--- config.mk ---
export PLATFORM = sky130hd
export DESIGN_NAME = ccu_clkreq_seq
export DESIGN_NICKNAME = d
export VERILOG_FILES = /design/src/rtl/ccu_clkreq_pkg.sv /design/src/rtl/ccu_clkreq_slice_fsm.sv /design/src/rtl/ccu_clkreq_seq.sv
export SDC_FILE = /design/constraint.sdc
export NUM_CORES = 1
export LEC_CHECK = 0
export CORE_MARGIN = 2
export CORE_UTILIZATION = 38
export DETAILED_ROUTE_END_ITERATION = 8
export GPL_TIMING_DRIVEN = 1
export PLACE_DENSITY = 0.61
export SYNTH_ARGS = -nofsm -noshare
export SYNTH_HDL_FRONTEND = slang
export SYNTH_HIERARCHICAL = 1
export SYNTH_SLANG_ARGS = --single-unit
export TNS_END_PERCENT = 20
--- constraint.sdc ---
create_clock -name clk -period 3.5 [get_ports clk]
set_clock_uncertainty 0.05 [all_clocks]
set_input_delay 0.7 -clock clk [delete_from_list [all_inputs] [get_ports clk]]
set_output_delay 0.7 -clock clk [all_outputs]
set_load 0.005 [all_outputs]
--- src/rtl/ccu_clkreq_pkg.sv ---
// Shared state encoding, default timing constants and timer sizing for the
// per-slice clkreq/clkack sequencer.
package ccu_clkreq_pkg;

   typedef enum logic [2:0] {
      OFF    = 3'd0,
      REQ_UP = 3'd1,
      ON     = 3'd2,
      HYST   = 3'd3,
      REQ_DN = 3'd4
   } ccu_clkreq_state_t;

   localparam int DEF_NUM_SLICES  = 7;
   localparam int DEF_HYST_CYC    = 16;
   localparam int DEF_ACK_TIMEOUT = 64;
   localparam int DEF_RST_DLY     = 8;
   localparam int DEF_SYNC_STAGES = 2;

   // One width shared by the ack, hysteresis and reset-release timers.
   function automatic int tmr_width(input int a, input int b, input int c);
      int m;
      m = a;
      if (b > m) m = b;
      if (c > m) m = c;
      if (m < 1) m = 1;
      return $clog2(m + 1);
   endfunction

endpackage

--- src/rtl/ccu_clkreq_slice_fsm.sv ---
// One clock slice: clkack synchronizer, four-phase handshake FSM, ack/hysteresis/
// reset-release timers and the registered clkreq, clk_on, slice_rst_b, err flags.
module ccu_clkreq_slice_fsm
   import ccu_clkreq_pkg::*;
#(
   parameter int HYST_CYC    = DEF_HYST_CYC,
   parameter int ACK_TIMEOUT = DEF_ACK_TIMEOUT,
   parameter int RST_DLY     = DEF_RST_DLY,
   parameter int SYNC_STAGES = DEF_SYNC_STAGES
) (
   input  logic clk,
   input  logic rst,
   input  logic i_wake,
   input  logic i_clkack,
   output logic o_clkreq,
   output logic o_clk_on,
   output logic o_slice_rst_b,
   output logic o_err_timeout
);

   localparam int TW = tmr_width(ACK_TIMEOUT, HYST_CYC, RST_DLY);
   localparam logic [TW-1:0] ACK_T  = TW'(ACK_TIMEOUT);
   localparam logic [TW-1:0] HYST_T = TW'(HYST_CYC);
   localparam logic [TW-1:0] RST_T  = TW'(RST_DLY);

   logic [SYNC_STAGES-1:0] r_sync;
   logic [SYNC_STAGES-1:0] r_vld;
   ccu_clkreq_state_t      r_state;
   logic [TW-1:0]          r_tmr;
   logic [TW-1:0]          r_hcnt;
   logic [TW-1:0]          r_rcnt;
   logic                   r_clkreq;
   logic                   r_clk_on;
   logic                   r_rst_b;
   logic                   r_err;

   logic                   w_ack_s;
   logic                   w_sync_vld;
   ccu_clkreq_state_t      w_state_next;
   logic [TW-1:0]          w_tmr_next;
   logic [TW-1:0]          w_hcnt_next;
   logic [TW-1:0]          w_rcnt_next;
   logic                   w_tmr_run;
   logic                   w_rst_rel;

   // r_vld marks when ack_s reflects a post-reset sample of clkack, so a stale
   // ack held across reset is seen before OFF may raise a new request.
   always_ff @(posedge clk or posedge rst) begin
      if (rst) begin
         r_sync <= '0;
         r_vld  <= '0;
      end else begin
         r_sync[0] <= i_clkack;
         r_vld[0]  <= 1'b1;
         for (int i = 1; i < SYNC_STAGES; i++) begin
            r_sync[i] <= r_sync[i-1];
            r_vld[i]  <= r_vld[i-1];
         end
      end
   end

   assign w_ack_s    = r_sync[SYNC_STAGES-1];
   assign w_sync_vld = r_vld[SYNC_STAGES-1];

   always_comb begin
      w_state_next = r_state;
      w_hcnt_next  = r_hcnt;
      case (r_state)
         OFF: begin
            if (i_wake && !w_ack_s && w_sync_vld) w_state_next = REQ_UP;
         end
         REQ_UP: begin
            if (w_ack_s) w_state_next = ON;
         end
         ON: begin
            if (!i_wake) begin
               if (HYST_CYC == 0) begin
                  w_state_next = REQ_DN;
               end else begin
                  w_state_next = HYST;
                  w_hcnt_next  = HYST_T;
               end
            end
         end
         HYST: begin
            if (i_wake) begin
               w_state_next = ON;
               w_hcnt_next  = '0;
            end else if (r_hcnt <= TW'(1)) begin
               w_state_next = REQ_DN;
               w_hcnt_next  = '0;
            end else begin
               w_hcnt_next  = r_hcnt - 1'b1;
            end
         end
         REQ_DN: begin
            if (!w_ack_s) w_state_next = OFF;
         end
         default: w_state_next = OFF;
      endcase
   end

   // Ack timer restarts on every state change and saturates at the timeout.
   always_comb begin
      w_tmr_run  = (w_state_next == r_state) && ((r_state == REQ_UP) || (r_state == REQ_DN));
      w_tmr_next = '0;
      if (w_tmr_run) w_tmr_next = (r_tmr >= ACK_T) ? r_tmr : r_tmr + 1'b1;
      w_rcnt_next = r_rcnt;
      if ((r_state == ON) && (r_rcnt < RST_T)) w_rcnt_next = r_rcnt + 1'b1;
      w_rst_rel = ((r_state == ON) || (w_state_next == ON)) && (w_rcnt_next >= RST_T);
   end

   always_ff @(posedge clk or posedge rst) begin
      if (rst) begin
         r_state  <= OFF;
         r_tmr    <= '0;
         r_hcnt   <= '0;
         r_rcnt   <= '0;
         r_clkreq <= 1'b0;
         r_clk_on <= 1'b0;
         r_rst_b  <= 1'b0;
         r_err    <= 1'b0;
      end else begin
         r_state  <= w_state_next;
         r_tmr    <= w_tmr_next;
         r_hcnt   <= w_hcnt_next;
         r_rcnt   <= w_rcnt_next;
         r_clkreq <= (w_state_next == REQ_UP) || (w_state_next == ON) || (w_state_next == HYST);
         r_clk_on <= (w_state_next == ON) || (w_state_next == HYST);
         r_rst_b  <= r_rst_b | w_rst_rel;
         r_err    <= r_err | (w_tmr_run && (w_tmr_next >= ACK_T));
      end
   end

   assign o_clkreq      = r_clkreq;
   assign o_clk_on      = r_clk_on;
   assign o_slice_rst_b = r_rst_b;
   assign o_err_timeout = r_err;

endmodule

--- src/rtl/ccu_clkreq_seq.sv ---
// Clock-request sequencer toward the CCU: NUM_SLICES fully independent slice
// handshake engines, no arbitration between them.
module ccu_clkreq_seq
   import ccu_clkreq_pkg::*;
#(
   parameter int NUM_SLICES  = DEF_NUM_SLICES,
   parameter int HYST_CYC    = DEF_HYST_CYC,
   parameter int ACK_TIMEOUT = DEF_ACK_TIMEOUT,
   parameter int RST_DLY     = DEF_RST_DLY,
   parameter int SYNC_STAGES = DEF_SYNC_STAGES
) (
   input  logic                  clk,
   input  logic                  rst,
   input  logic [NUM_SLICES-1:0] wake,
   input  logic [NUM_SLICES-1:0] clkack,
   output logic [NUM_SLICES-1:0] clkreq,
   output logic [NUM_SLICES-1:0] clk_on,
   output logic [NUM_SLICES-1:0] slice_rst_b,
   output logic [NUM_SLICES-1:0] err_timeout
);

   for (genvar gi = 0; gi < NUM_SLICES; gi++) begin : g_slice
      ccu_clkreq_slice_fsm #(
         .HYST_CYC    (HYST_CYC),
         .ACK_TIMEOUT (ACK_TIMEOUT),
         .RST_DLY     (RST_DLY),
         .SYNC_STAGES (SYNC_STAGES)
      ) u_fsm (
         .clk           (clk),
         .rst           (rst),
         .i_wake        (wake[gi]),
         .i_clkack      (clkack[gi]),
         .o_clkreq      (clkreq[gi]),
         .o_clk_on      (clk_on[gi]),
         .o_slice_rst_b (slice_rst_b[gi]),
         .o_err_timeout (err_timeout[gi])
      );
   end

endmodule

==> out/qor.yml <==
sta:
  rsz0062_at_grt: "no"
  layout_setup_ws_ns: 1.32
  setup_tns_ns: 0
  max_slew.worst_pin.slew_ns: 0.578
  hold_viol: 0
  whs_ns: 0.296
  setup_viol: 0
  finalMaxSlewViolations: 0
  max_freq_ghz: 0.458
  timing.final.crit_share_pct: 62.4
  slew_headroom_pct: 61.1
  min_period_ns: 2.18
clock_network:
  cts_sinks: 224
  cts_tree: "yes"
  clk_latency_ns: 0.52
  post_cts_buffers: 0
  cts-root-buf: "clkbuf_16"
  cts_resized: 0
  clockBufferDepth: 3
  clk_pin_slew_ns: 0.06
  cts_made_buffers: 26
  cts_max_level: 1
  cts_hold_buf: 0
detailed_routing:
  vias: 6743
  avgViaCountPerCell: 5.00
  ant_nets: 0
  first_pass_iters: 4
  wl_per_cell_microns: 13.5
  drtIter0Drc: 335
  drt_drc_violations_left: 0
  wl_mm: 18.2
min_path:
  hp-class: "reg2reg"
  holdPathStages: 0
die:
  top_level_ports: 44
  die_h_microns: 169
  design.die.area_sq_um: 28700
  die_w_microns: 169
  initial_core_util_pct: 38.6
  core_sq_um: 26900
  rows: 60
logic_synthesis:
  async_flop_share_pct: 100
  syn_inst: 946
  seq_area_frac_synth_pct: 54.0
  synth-seq-cells: 224
  ys_types: 58
  syn_avg_cell_area_sq_um: 11.0
  synth_top_area_share_pct: 54.0
  synth-edff-count: 0
  synth-main-ff-cell: "dfrtp_1"
  synth-simple-area-share_pct: 16.0
  yosysMostFrequentCell: "dfrtp_1"
  yosys.area.top_type: "dfrtp_1"
  muxShareOfSynthArea_pct: 2.66
  synth_compound_area_share_pct: 14.7
  yosys-top-cells-area: "dfrtp_1, ha_1, nor2_1, inv_1, xor2_1"
  synth_fa_ha_area_share_pct: 4.22
  synth_top_family_by_area: "simple AND/OR/NAND/NOR gates"
  synthesis.area_sq_um: 10400
  yosys_warnings: 6
  synth-xor-area-share_pct: 4.05
  syn_nets: 997
  synthTopCellsByCount: "dfrtp_1, nor2_1, inv_1"
cells_and_area:
  layout.nets: 1039
  drive_gt1_share_pct: 8.13
  finish.instance_area_sq_um: 12100
  diodes: 0
  area_growth_pct: 16.3
  utilization_pct: 44.9
  fillers: 2535
  multiInputGateArea_sq_um: 4340
  register_area_sq_um: 5610
  final_cells: 1349
power_and_ir_drop:
  comb_power_share_pct: 27.6
  sw_frac_of_total_pct: 32.8
  p_leak_nw: 5.16
  net-switching-power_mw: 3.04
  powerDensity_nw_per_um2: 767
  power_mw: 9.27
  internal_power_mw: 6.23
  p_seq_share_pct: 40.9
  clockPowerShare_pct: 31.5
  ir_worst_vdd_uv: 458
grt:
  grt_max_degree: 33
  antenna_found_initial: 0
  grt_pass1_wl_mm: 32.1
  grt_pass1_vias: 6727
  grt_usage_pct: 13.1
  overflow: 0
setup_path:
  cp_num_buf_inv: 1
  path_depth: 1
  r2r_cells: 4
  cp_slowest_cell: "clkdlybuf4s50_1"
  crit_end: "clkreq[5]"
  critPathLaunchType: "flop"
  path_cells: "clkdlybuf4s50_1"
  cpPeakStageDelay_ns: 0.56
  cp.arrival_ns: 1.43
  r2r-start: "g_slice[6].u_fsm/r_hcnt[3]"
  worstSetupPathType: "reg2out"
  r2r_slack_ns: 1.63
  r2r_end: "g_slice[6].u_fsm/r_hcnt[2]"
  cp-end-kind: "primary output"
  crit_start: "g_slice[5].u_fsm/o_clkreq"
  path_delay_family: "buffers and inverters"
  crit_required_ns: 2.75
  critPathMaxFanout: 1
job:
  drv_cap: 0
place:
  dpl_worst_slack_ns: 1.16
  dp.final_hpwl_mm: 12.1
  dp.cells: 1301
  place_area_sq_um: 11100
  port_buffers: 43
  gp_congestion: 0.764
status:
  status: "finished, final reports clean"
==> sequential cells by signal (all words and copies together) (netlist names) <==
register and count:
g_slice.u_fsm/o_clk_on 7, g_slice.u_fsm/o_clkreq 7, g_slice.u_fsm/o_err_timeout 7, g_slice.u_fsm/o_slice_rst_b 7, g_slice.u_fsm/r_hcnt 49, g_slice.u_fsm/r_rcnt 49, g_slice.u_fsm/r_state 21, g_slice.u_fsm/r_sync 14
g_slice.u_fsm/r_tmr 49, g_slice.u_fsm/r_vld 14
==> layout make-up <==
type                            instances  area share (%)
Timing Repair Buffer                   50            4.00
Clock inverter                         10            1.47
Tap cell                              341            3.53
Inverter                               73            2.27
Multi-Input combinational cell        613            36.0
Sequential cell                       224            46.4
Clock buffer                           38            6.35
==> cell usage in the layout (no fill, tap or decap), types with 7 or more instances in the layout <==
cell / instances
a31oi_1: 32
nor2b_1: 11
a21oi_1: 40
o31ai_1: 9
nand3b_1: 7
mux2_2: 7
o21ai_0: 20
or3_1: 8
nand2b_1: 19
nor3_1: 8
inv_1: 73
and3_1: 8
buf_4: 7
nor2_1: 75
mux2i_1: 13
clkdlybuf4s50_1: 43
o211ai_1: 13
ha_1: 35
o21bai_1: 8
xnor2_1: 21
nand3_1: 33
nand2_1: 37
xor2_1: 27
o22ai_1: 14
a21o_1: 15
or2_1: 12
dfrtp_1: 224
conb_1: 7
a21boi_0: 9
nand4b_1: 13
o21a_1: 12
nor4_1: 8
clkbuf_16: 27
nor3b_1: 13
==> power by group through the flow <==
| stage | clock network [mW] | logic, mW | registers [mW] |
|---|---|---|---|
| final | 2.92 | 2.56 | 3.79 |
| after global routing | 3.15 | 2.93 | 3.90 |
| after CTS | 3.03 | 2.58 | 3.79 |
| after detailed placement | 0 | 2.56 | 3.83 |
| after global placement | 0 | 2.51 | 3.83 |
| after floorplan | 0 | 2.15 | 3.58 |
==> kinds of logic (layout without fill, tap and decap cells) <==
kind of cell | Yosys count | after routing
simple gates | 283 | 283
other cells | 7 | 7
xor+xnor | 48 | 48
fa+ha+maj | 35 | 35
buf+inv | 109 | 171
flops | 224 | 224
mux | 26 | 26
compound gates | 214 | 214
==> worst min path at each step <==
stage	slack, ns	to	from
after floorplan	0.28	g_slice[0].u_fsm/r_sync[1]	g_slice[0].u_fsm/r_sync[0]
after global placement	0.28	g_slice[4].u_fsm/r_vld[1]	g_slice[4].u_fsm/r_vld[0]
after detailed placement	0.28	g_slice[0].u_fsm/r_sync[1]	g_slice[0].u_fsm/r_sync[0]
after CTS	0.30	g_slice[5].u_fsm/r_sync[1]	g_slice[5].u_fsm/r_sync[0]
after global routing	0.30	g_slice[6].u_fsm/r_vld[1]	g_slice[6].u_fsm/r_vld[0]
final	0.30	g_slice[5].u_fsm/r_sync[1]	g_slice[5].u_fsm/r_sync[0]
==> metal layers <==
metal  wire length [microns]  vias up  GRT usage (%)
met4                     444        0           3.38
met5                       0        -              0
met3                     623       25           2.57
li1                        -     3393              -
met2                    8370       74           21.7
met1                    8750     3251           17.7
Power figures use the tool's default switching activity.
